### src/rtl/btn_conditioner_if.sv
// btn_conditioner_if
//   Groups the raw pad inputs and the conditioned outputs of the button
//   conditioner into one bundle.
//   btn_in      : raw pad inputs, asynchronous, active-high
//   btn_level   : debounced level
//   btn_press   : one-cycle pulse on an accepted 0->1
//   btn_release : one-cycle pulse on an accepted 1->0
//   master: whoever drives the pads and consumes the outputs.
//   slave : the conditioner itself.
interface btn_conditioner_if #(
  parameter int NUM_BTN = 2
);
  logic [NUM_BTN-1:0] btn_in;
  logic [NUM_BTN-1:0] btn_level;
  logic [NUM_BTN-1:0] btn_press;
  logic [NUM_BTN-1:0] btn_release;

  modport master (
    output btn_in,
    input  btn_level,
    input  btn_press,
    input  btn_release
  );

  modport slave (
    input  btn_in,
    output btn_level,
    output btn_press,
    output btn_release
  );
endinterface

### src/rtl/btn_conditioner.sv
// btn_conditioner
//   Synchronises, debounces and edge-detects NUM_BTN independent push
//   buttons (bit 0 = btnL, bit 1 = btnR at the top level). Each channel
//   produces a clean level plus one-cycle press and release pulses.
//
// Ports
//   clk    : system clock (100 MHz)
//   rst_n  : asynchronous active-low reset
//   bus    : btn_conditioner_if.slave (btn_in in; btn_level, btn_press,
//            btn_release out)
//
// Optional feature
//   BTN_REPEAT_EN : when defined, a held button emits an extra btn_press
//   REPEAT_DELAY cycles after the initial press, then every REPEAT_PERIOD
//   cycles while it stays held. When undefined no repeat logic exists.
//
// Per-channel states
//   state       | meaning
//   ------------+--------------------------------------------------
//   IDLE        | level 0, input low
//   ARM_PRESS   | level 0, input high, counting stable samples
//   HELD        | level 1, input high
//   ARM_RELEASE | level 1, input low, counting stable samples
module btn_conditioner #(
  parameter int NUM_BTN         = 2,
  parameter int DEBOUNCE_CYCLES = 1000000,
  parameter int REPEAT_DELAY    = 50000000,
  parameter int REPEAT_PERIOD   = 10000000
) (
  input logic            clk,
  input logic            rst_n,
  btn_conditioner_if.slave bus
);

  typedef enum logic [1:0] {
    IDLE        = 2'b00,
    ARM_PRESS   = 2'b01,
    HELD        = 2'b11,
    ARM_RELEASE = 2'b10
  } state_t;

  localparam int CW = $clog2(DEBOUNCE_CYCLES);
  // The sample that moves IDLE->ARM counts as the first stable cycle, so
  // acceptance happens when the counter is about to reach DEBOUNCE_CYCLES-1.
  localparam logic [CW-1:0] CNT_LAST = CW'(DEBOUNCE_CYCLES - 2);

  if (DEBOUNCE_CYCLES < 2 || DEBOUNCE_CYCLES > 2 ** 24) begin : g_bad_debounce
    $error("btn_conditioner: DEBOUNCE_CYCLES out of range 2..2^24");
  end
  if (REPEAT_DELAY < 1 || REPEAT_PERIOD < 1) begin : g_bad_repeat
    $error("btn_conditioner: REPEAT_DELAY and REPEAT_PERIOD must be >= 1");
  end

  logic [NUM_BTN-1:0] sync_1;
  logic [NUM_BTN-1:0] sync_2;
  state_t             state [NUM_BTN];
  logic [CW-1:0]      cnt   [NUM_BTN];
  logic [NUM_BTN-1:0] level;
  logic [NUM_BTN-1:0] press;
  logic [NUM_BTN-1:0] rel;

`ifdef BTN_REPEAT_EN
  localparam int RPT_MAX = (REPEAT_DELAY > REPEAT_PERIOD) ? REPEAT_DELAY : REPEAT_PERIOD;
  localparam int RW      = $clog2(RPT_MAX + 1);
  localparam logic [RW-1:0] RPT_FIRST = RW'(REPEAT_DELAY - 1);
  localparam logic [RW-1:0] RPT_NEXT  = RW'(REPEAT_PERIOD - 1);

  logic [RW-1:0]      rpt_cnt [NUM_BTN];
  // Set once the first (delayed) repeat has fired; selects the period.
  logic [NUM_BTN-1:0] rpt_started;
`endif

  always_ff @(posedge clk or negedge rst_n) begin
    if (!rst_n) begin
      sync_1 <= '0;
      sync_2 <= '0;
    end else begin
      sync_1 <= bus.btn_in;
      sync_2 <= sync_1;
    end
  end

  always_ff @(posedge clk or negedge rst_n) begin
    if (!rst_n) begin
      for (int i = 0; i < NUM_BTN; i++) begin
        state[i] <= IDLE;
        cnt[i]   <= '0;
`ifdef BTN_REPEAT_EN
        rpt_cnt[i] <= '0;
`endif
      end
      level <= '0;
      press <= '0;
      rel   <= '0;
`ifdef BTN_REPEAT_EN
      rpt_started <= '0;
`endif
    end else begin
      press <= '0;
      rel   <= '0;
      for (int i = 0; i < NUM_BTN; i++) begin
        case (state[i])
          IDLE: begin
            if (sync_2[i]) begin
              state[i] <= ARM_PRESS;
              cnt[i]   <= '0;
            end
          end
          ARM_PRESS: begin
            if (!sync_2[i]) begin
              state[i] <= IDLE;
              cnt[i]   <= '0;
            end else if (cnt[i] == CNT_LAST) begin
              state[i] <= HELD;
              cnt[i]   <= '0;
              level[i] <= 1'b1;
              press[i] <= 1'b1;
`ifdef BTN_REPEAT_EN
              rpt_cnt[i]     <= '0;
              rpt_started[i] <= 1'b0;
`endif
            end else begin
              cnt[i] <= cnt[i] + 1'b1;
            end
          end
          HELD: begin
            if (!sync_2[i]) begin
              state[i] <= ARM_RELEASE;
              cnt[i]   <= '0;
            end
`ifdef BTN_REPEAT_EN
            // Only counts while genuinely held; ARM_RELEASE freezes it.
            else if (rpt_cnt[i] == (rpt_started[i] ? RPT_NEXT : RPT_FIRST)) begin
              rpt_cnt[i]     <= '0;
              rpt_started[i] <= 1'b1;
              press[i]       <= 1'b1;
            end else begin
              rpt_cnt[i] <= rpt_cnt[i] + 1'b1;
            end
`endif
          end
          ARM_RELEASE: begin
            if (sync_2[i]) begin
              state[i] <= HELD;
              cnt[i]   <= '0;
            end else if (cnt[i] == CNT_LAST) begin
              state[i] <= IDLE;
              cnt[i]   <= '0;
              level[i] <= 1'b0;
              rel[i]   <= 1'b1;
`ifdef BTN_REPEAT_EN
              rpt_cnt[i]     <= '0;
              rpt_started[i] <= 1'b0;
`endif
            end else begin
              cnt[i] <= cnt[i] + 1'b1;
            end
          end
          default: begin
            state[i] <= IDLE;
            cnt[i]   <= '0;
          end
        endcase
      end
    end
  end

  assign bus.btn_level   = level;
  assign bus.btn_press   = press;
  assign bus.btn_release = rel;

endmodule
### src/flat_wrapper.sv
// flat-port wrapper written by rule: the top's interface ports become plain ports
module btn_conditioner_flat 
#(
  parameter int NUM_BTN         = 2,
  parameter int DEBOUNCE_CYCLES = 1000000,
  parameter int REPEAT_DELAY    = 50000000,
  parameter int REPEAT_PERIOD   = 10000000
)
  (clk, rst_n, bus_btn_in, bus_btn_level, bus_btn_press, bus_btn_release);
  btn_conditioner_if #(.NUM_BTN(NUM_BTN)) bus_i ();
  input logic clk;
  input logic rst_n;
  input wire logic [$bits(bus_i.btn_in)-1:0] bus_btn_in;
  output wire logic [$bits(bus_i.btn_level)-1:0] bus_btn_level;
  output wire logic [$bits(bus_i.btn_press)-1:0] bus_btn_press;
  output wire logic [$bits(bus_i.btn_release)-1:0] bus_btn_release;
  assign bus_i.btn_in = bus_btn_in;
  assign bus_btn_level = bus_i.btn_level;
  assign bus_btn_press = bus_i.btn_press;
  assign bus_btn_release = bus_i.btn_release;
  btn_conditioner #(.NUM_BTN(NUM_BTN), .DEBOUNCE_CYCLES(DEBOUNCE_CYCLES), .REPEAT_DELAY(REPEAT_DELAY), .REPEAT_PERIOD(REPEAT_PERIOD)) u_core (.clk(clk), .rst_n(rst_n), .bus(bus_i));
endmodule
### config.mk
export PLATFORM = sky130hd
export DESIGN_NAME = btn_conditioner_flat
export DESIGN_NICKNAME = d
export VERILOG_FILES = /design/src/rtl/btn_conditioner_if.sv /design/src/rtl/btn_conditioner.sv /design/src/flat_wrapper.sv
export SDC_FILE = /design/constraint.sdc
export NUM_CORES = 1
export LEC_CHECK = 0
export CORE_ASPECT_RATIO = 2
export CORE_UTILIZATION = 50
export DETAILED_ROUTE_END_ITERATION = 10
export PLACE_DENSITY = 0.67
export SYNTH_ARGS = -nofsm -noshare
export SYNTH_HDL_FRONTEND = slang
export SYNTH_SLANG_ARGS = --single-unit
### constraint.sdc
create_clock -name clk -period 2.45 [get_ports clk]
set_input_delay 0.49 -clock clk [delete_from_list [all_inputs] [get_ports clk]]
set_output_delay 0.49 -clock clk [all_outputs]
set_load 0.005 [all_outputs]
; Word level (Yosys, flattened, before mapping)
; Index checks and enable logic that the tools add are counted.
[totals]
regBits = 54
in_bits = 4
[classes]
add_sub_neg = 2
eq_ne = 24
n_mux = 46
reduce_logical = 10
[ops]
columns = operator, n
row1 = $mux 20, 10
row2 = $pmux 20 s4, 2
row3 = $add 20x1->20 const B, 2
row4 = $eq 20x20->1 const B, 2
row5 = $mux 2, 12
row6 = $mux 1, 18
row7 = $ne 2x1->1 const B, 8
row8 = $pmux 2 s4, 2
row9 = $reduce_and 5->1, 2
row10 = $eq 2x2->1 const B, 4
row11 = $ne 2x2->1 const B, 4
row12 = $reduce_and 4->1, 2
row13 = $ne 3x1->1 const B, 2
row14 = $ne 3x3->1 const B, 2
row15 = $eq 2x1->1 const B, 2
row16 = $logic_not 2->1, 2
row17 = $pmux 1 s2, 2
row18 = $reduce_and 2->1, 2
row19 = $reduce_bool 2->1, 2

; Longest topological paths before layout
[depth]
word_depth = 4
depth_mapped = 9
depth_no_buf = 7

; Worst setup path after synthesis
; No wires, ideal clock.
[synth_path]
kind = reg-to-reg
startpoint = register u_core.state[1] (netlist name)
endpoint = register u_core.cnt[13] (netlist name)
t_arrival_ns = 1.775
required_ns = 2.320
path_slack_ns = 0.545
path_stages_with_launch = 9
period_less_slack_ns = 1.905
cell_sequence = dfrtp_1 > inv_1 > ha_1 > clkbuf_1 > mux2_2 > nor3_1 > nand4_1 > xor2_1 > nor2_1
[synth_via]
elab_chain_len = 3
word_cells_on_any_way = 8
cone_classes = eq/ne: 5 / mux: 1 / reduce/logical: 2
[synth_lines]
columns = element, line
row1 = from (decl), btn_conditioner.sv:56  ; state_t state [NUM_BTN];
row2 = "from (signal, indexed assignment)", btn_conditioner.sv:86  ; state[i] <= IDLE;
row3 = "from (signal, indexed assignment)", btn_conditioner.sv:105  ; state[i] <= ARM_PRESS;
row4 = "from (signal, indexed assignment)", btn_conditioner.sv:111  ; state[i] <= IDLE;
row5 = $eq 2x2->1 or $logic_not 2->1 (tied branches), btn_conditioner.sv:102  ; case (state[i])
row6 = $ne 2x2->1 (no source line) or $ne 2x1->1 (tied branches), n/a
row7 = $reduce_and 2->1 (no source line), n/a
row8 = "to (signal, indexed assignment)", btn_conditioner.sv:123  ; cnt[i] <= cnt[i] + 1'b1;
row9 = "to (signal, indexed assignment)", btn_conditioner.sv:156  ; cnt[i] <= cnt[i] + 1'b1;
row10 = to (decl), btn_conditioner.sv:57  ; logic [CW-1:0] cnt [NUM_BTN];
; Parallel ways exist; a longest one is shown, timed or not.
; A chain may end at the register's enable or synchronous reset.

; Final worst setup path
[layout_path]
startpoint = register u_core.cnt[26] (netlist name)
endpoint = register u_core.state[2] (netlist name)
[layout_via]
elab_chain_len = 3
word_cells_on_any_way = 4
cone_classes = eq/ne: 3 / reduce/logical: 1
[layout_lines]
columns = element, line
row1 = $eq 20x20->1 (*), "btn_conditioner.sv:113, btn_conditioner.sv:146"
row2 = $ne 3x1->1 (no source line) or $ne 3x3->1 (tied branches), n/a
row3 = $reduce_and 4->1 (no source line) (*), n/a
row4 = "to (signal, indexed assignment)", btn_conditioner.sv:111
row5 = "to (signal, indexed assignment)", btn_conditioner.sv:114  ; state[i] <= HELD;
row6 = "to (signal, indexed assignment)", btn_conditioner.sv:147  ; state[i] <= IDLE;
; Every way passes the cells marked *; elsewhere a longest branch is shown, timed or not.

==> impl_metrics.csv <==
group,metric,value,unit
status,run_status,"finished, final reports clean",
yosys,syn_nets,342,
clock_network,cts.path.max_buffers,2,
detailed_routing,ant_nets,0,
yosys,yosys_warnings,0,
detailed_routing,vias,2428,
global_routing,grtUsageTotal,22.4,%
worst_setup_path,cp_cell_sequence,"nor4b_1, nand3_1, or2_2, a21oi_1, mux2_2",
yosys,yosys_most_used_dff,"dfrtp_1",
place,port_buffers,9,
layout,final_nets,354,
worst_setup_path,crit_path_max_fanout,7,
flow_run,max-cap-violations,0,
die,num_io_pins,10,
detailed_routing,wire_per_inst,16.1,um
power_and_ir_drop,ir_worst_vdd,0.699,mV
worst_setup_path,r2r_end,"u_core.state[2]",
timing,timing.hold.ws,0.203,ns
die,die_y,112,um
clock_network,cts_made_buffers,5,
worst_setup_path,start_kind,"flip-flop",
timing,tns,0,ns
timing,period_share,91.6,%
layout,drive_gt1_share,8.26,%
timing,setup_viol,0,
yosys,seq_area_frac_synth,44.4,%
detailed_routing,routed_wl,6440,um
hold_path,hold_class,"primary input to async pin",
worst_setup_path,rr_worst_depth,5,
detailed_routing,post-route-drc-count,0,
worst_setup_path,critical_path.slowest_cell,"nor4b_1",
layout,diodes,0,
clock_network,cts_resized,0,
clock_network,post_cts_buffers,0,
worst_setup_path,slowest_delay,0.55,ns
place,dpl.hpwl,4870,um
yosys,ys_seq_elements,54,
clock_network,root_buffer,"clkbuf_16",
clock_network,postCtsHoldBufs,0,
timing,skew,0.00561,ns
die,fp.dieW,57.2,um
power_and_ir_drop,p_per_area,781,mW/mm^2
yosys,syn_inst,326,
yosys,syn-cell-area,0.00304,mm^2
layout,mostFrequentLayoutCells,"54 x dfrtp_1, 29 x nand2_1, 29 x nor2_1, 29 x nand3_1, 19 x inv_1",
yosys,yosysUniqueCellTypes,54,
detailed_routing,first_pass_iters,4,
layout,final_util,57.8,%
clock_network,worst_skew_pair.late_latency,0.29,ns
die,die-area,0.00642,mm^2
worst_setup_path,crit_type,"flip-flop to flip-flop",
yosys,syn_avg_cell_area,9.34,um^2
place,gp_congestion,0.857,
clock_network,htreeDepth,2,
die,core,0.00581,mm^2
die,initial_utilization,52.4,%
worst_setup_path,end_kind,"flip-flop",
global_routing,grt_antenna_before_repair,0,
power_and_ir_drop,p_leak,1.36,nW
yosys,synth_edf_count,0,
global_routing,grt_pass1_vias,2511,
global_routing,grt_pass1_wl,11300,um
worst_setup_path,critPathArrivalTime,2.42,ns
worst_setup_path,r2r-start,"u_core.cnt[26]",
timing,fmax,446,MHz
global_routing,grt-ovfl-total,0,
die,num_rows,39,
yosys,ys_async_sr_fraction,100,%
clock_network,cts_sinks,54,
global_routing,grt_max_degree,31,
clock_network,cts_tree,"yes",
layout,final_common_cell,"dfrtp_1",
worst_setup_path,cp.required,2.63,ns
clock_network,clkTransAtPathRegs,0.07,ns
timing,hold_violations,0,
worst_setup_path,rrSetupSlack,0.21,ns
timing,rsz0062_at_grt,"no",
timing,slew_headroom,60.0,%
layout,area_growth,10.3,%
detailed_routing,drt_iter0_markers,128,
timing,fin_crit,2.24,ns
detailed_routing,viasPerCell,6.07,
timing,maxSlewViolCount,0,
timing,worstMarginPinSlew,0.599,ns
-- flip-flops by register name, summed over array words and instances (netlist names) --
name,flops
u_core.bus.btn_level,2
u_core.cnt,40
u_core.sync_1,2
u_core.state,4
u_core.bus.btn_release,2
u_core.sync_2,2
u_core.bus.btn_press,2
-- power breakdown --
| group | leakage [nW] | switching [mW] | internal (mW) |
|---|---|---|---|
| combinational | 0.564 | 0.581 | 0.325 |
| sequential | 0.726 | 0.0552 | 0.942 |
| clock | 0.0739 | 0.313 | 0.406 |
-- worst max-delay path by stage --
stage / start / end / slack [ns]
floorplan: u_core.state[1] / u_core.cnt[13] / 0.55
global placement: u_core.state[1] / u_core.cnt[13] / 0.22
detailed placement: u_core.state[1] / u_core.cnt[13] / 0.24
CTS: u_core.state[1] / u_core.cnt[13] / 0.24
global route: u_core.state[1] / u_core.cnt[13] / 0.08
finish: u_core.cnt[26] / u_core.state[2] / 0.21
-- logic make-up after synthesis --
group | synth area share (%)
and+or+nand+nor | 25.9
AOI/OAI and AO/OA | 13.3
DFF | 44.4
buffers and inverters | 4.11
xor gates and xnor gates | 4.89
adders and majority gates | 4.93
muxes | 2.47
-- synth_stat cells (2+ instances only) --
master / instances / area [um^2]
o41ai_1: 2 / 17.5
nor2_1: 29 / 109
and4_1: 2 / 17.5
or4_1: 2 / 15.0
o21ai_0: 10 / 50.1
nand3_1: 29 / 145
a22o_1: 2 / 17.5
xnor2_1: 6 / 52.6
nand2_1: 29 / 109
and3_1: 7 / 43.8
o31ai_1: 9 / 67.6
a21oi_1: 12 / 60.1
nor4b_1: 4 / 35.0
mux2i_1: 3 / 30.0
mux2_2: 4 / 45.0
clkbuf_1: 4 / 15.0
dfrtp_1: 54 / 1350
ha_1: 12 / 150
nand4_1: 9 / 56.3
a31oi_1: 6 / 37.5
inv_1: 19 / 71.3
or2_2: 2 / 12.5
nor3_1: 13 / 65.1
o22ai_1: 2 / 12.5
o311ai_0: 6 / 52.6
or3_1: 6 / 37.5
and2_1: 4 / 25.0
xor2_1: 11 / 96.3
buf_2: 3 / 15.0
-- per-layer routing --
layer / global-route usage [%] / wire length (um) / vias up
met5: 0 / 0 / -
met2: 41.8 / 3600 / 44
met4: 10.1 / 176 / 0
met3: 2.88 / 135 / 13
met1: 24.4 / 2520 / 1165
li1: - / - / 1206
-- critical path, delay by kind of cell, from the launching register on --
kind             cells  cell delay (ns)
AND/OR/NAND/NOR      3             1.20
flip-flops           1             0.44
multiplexers         1             0.34
AO/OA/AOI/OAI        1             0.15
-- final cells by class --
class / count / area [um^2]
Multi-Input combinational cell: 243 / 1570
Clock buffer: 7 / 143
Timing Repair Buffer: 15 / 143
Sequential cell: 54 / 1350
Clock inverter: 1 / 5.00
Fill cell: 525 / 2450
Inverter: 19 / 71.3
Tap cell: 61 / 76.3
-- through the flow --
step | cells | cell area [um^2] | setup WS, ns | power, mW
2_1_floorplan | 326 | 3040 | 0.545 | 1.66
3_3_place_gp | 392 | 3210 | 0.220 | 1.92
3_5_place_dp | 392 | 3210 | 0.243 | 1.92
4_1_cts | 400 | 3360 | 0.236 | 2.64
5_1_grt | 400 | 3360 | 0.0776 | 2.79
6_report | 400 | 3360 | 0.205 | 2.62
Power figures use the tool's default switching activity.
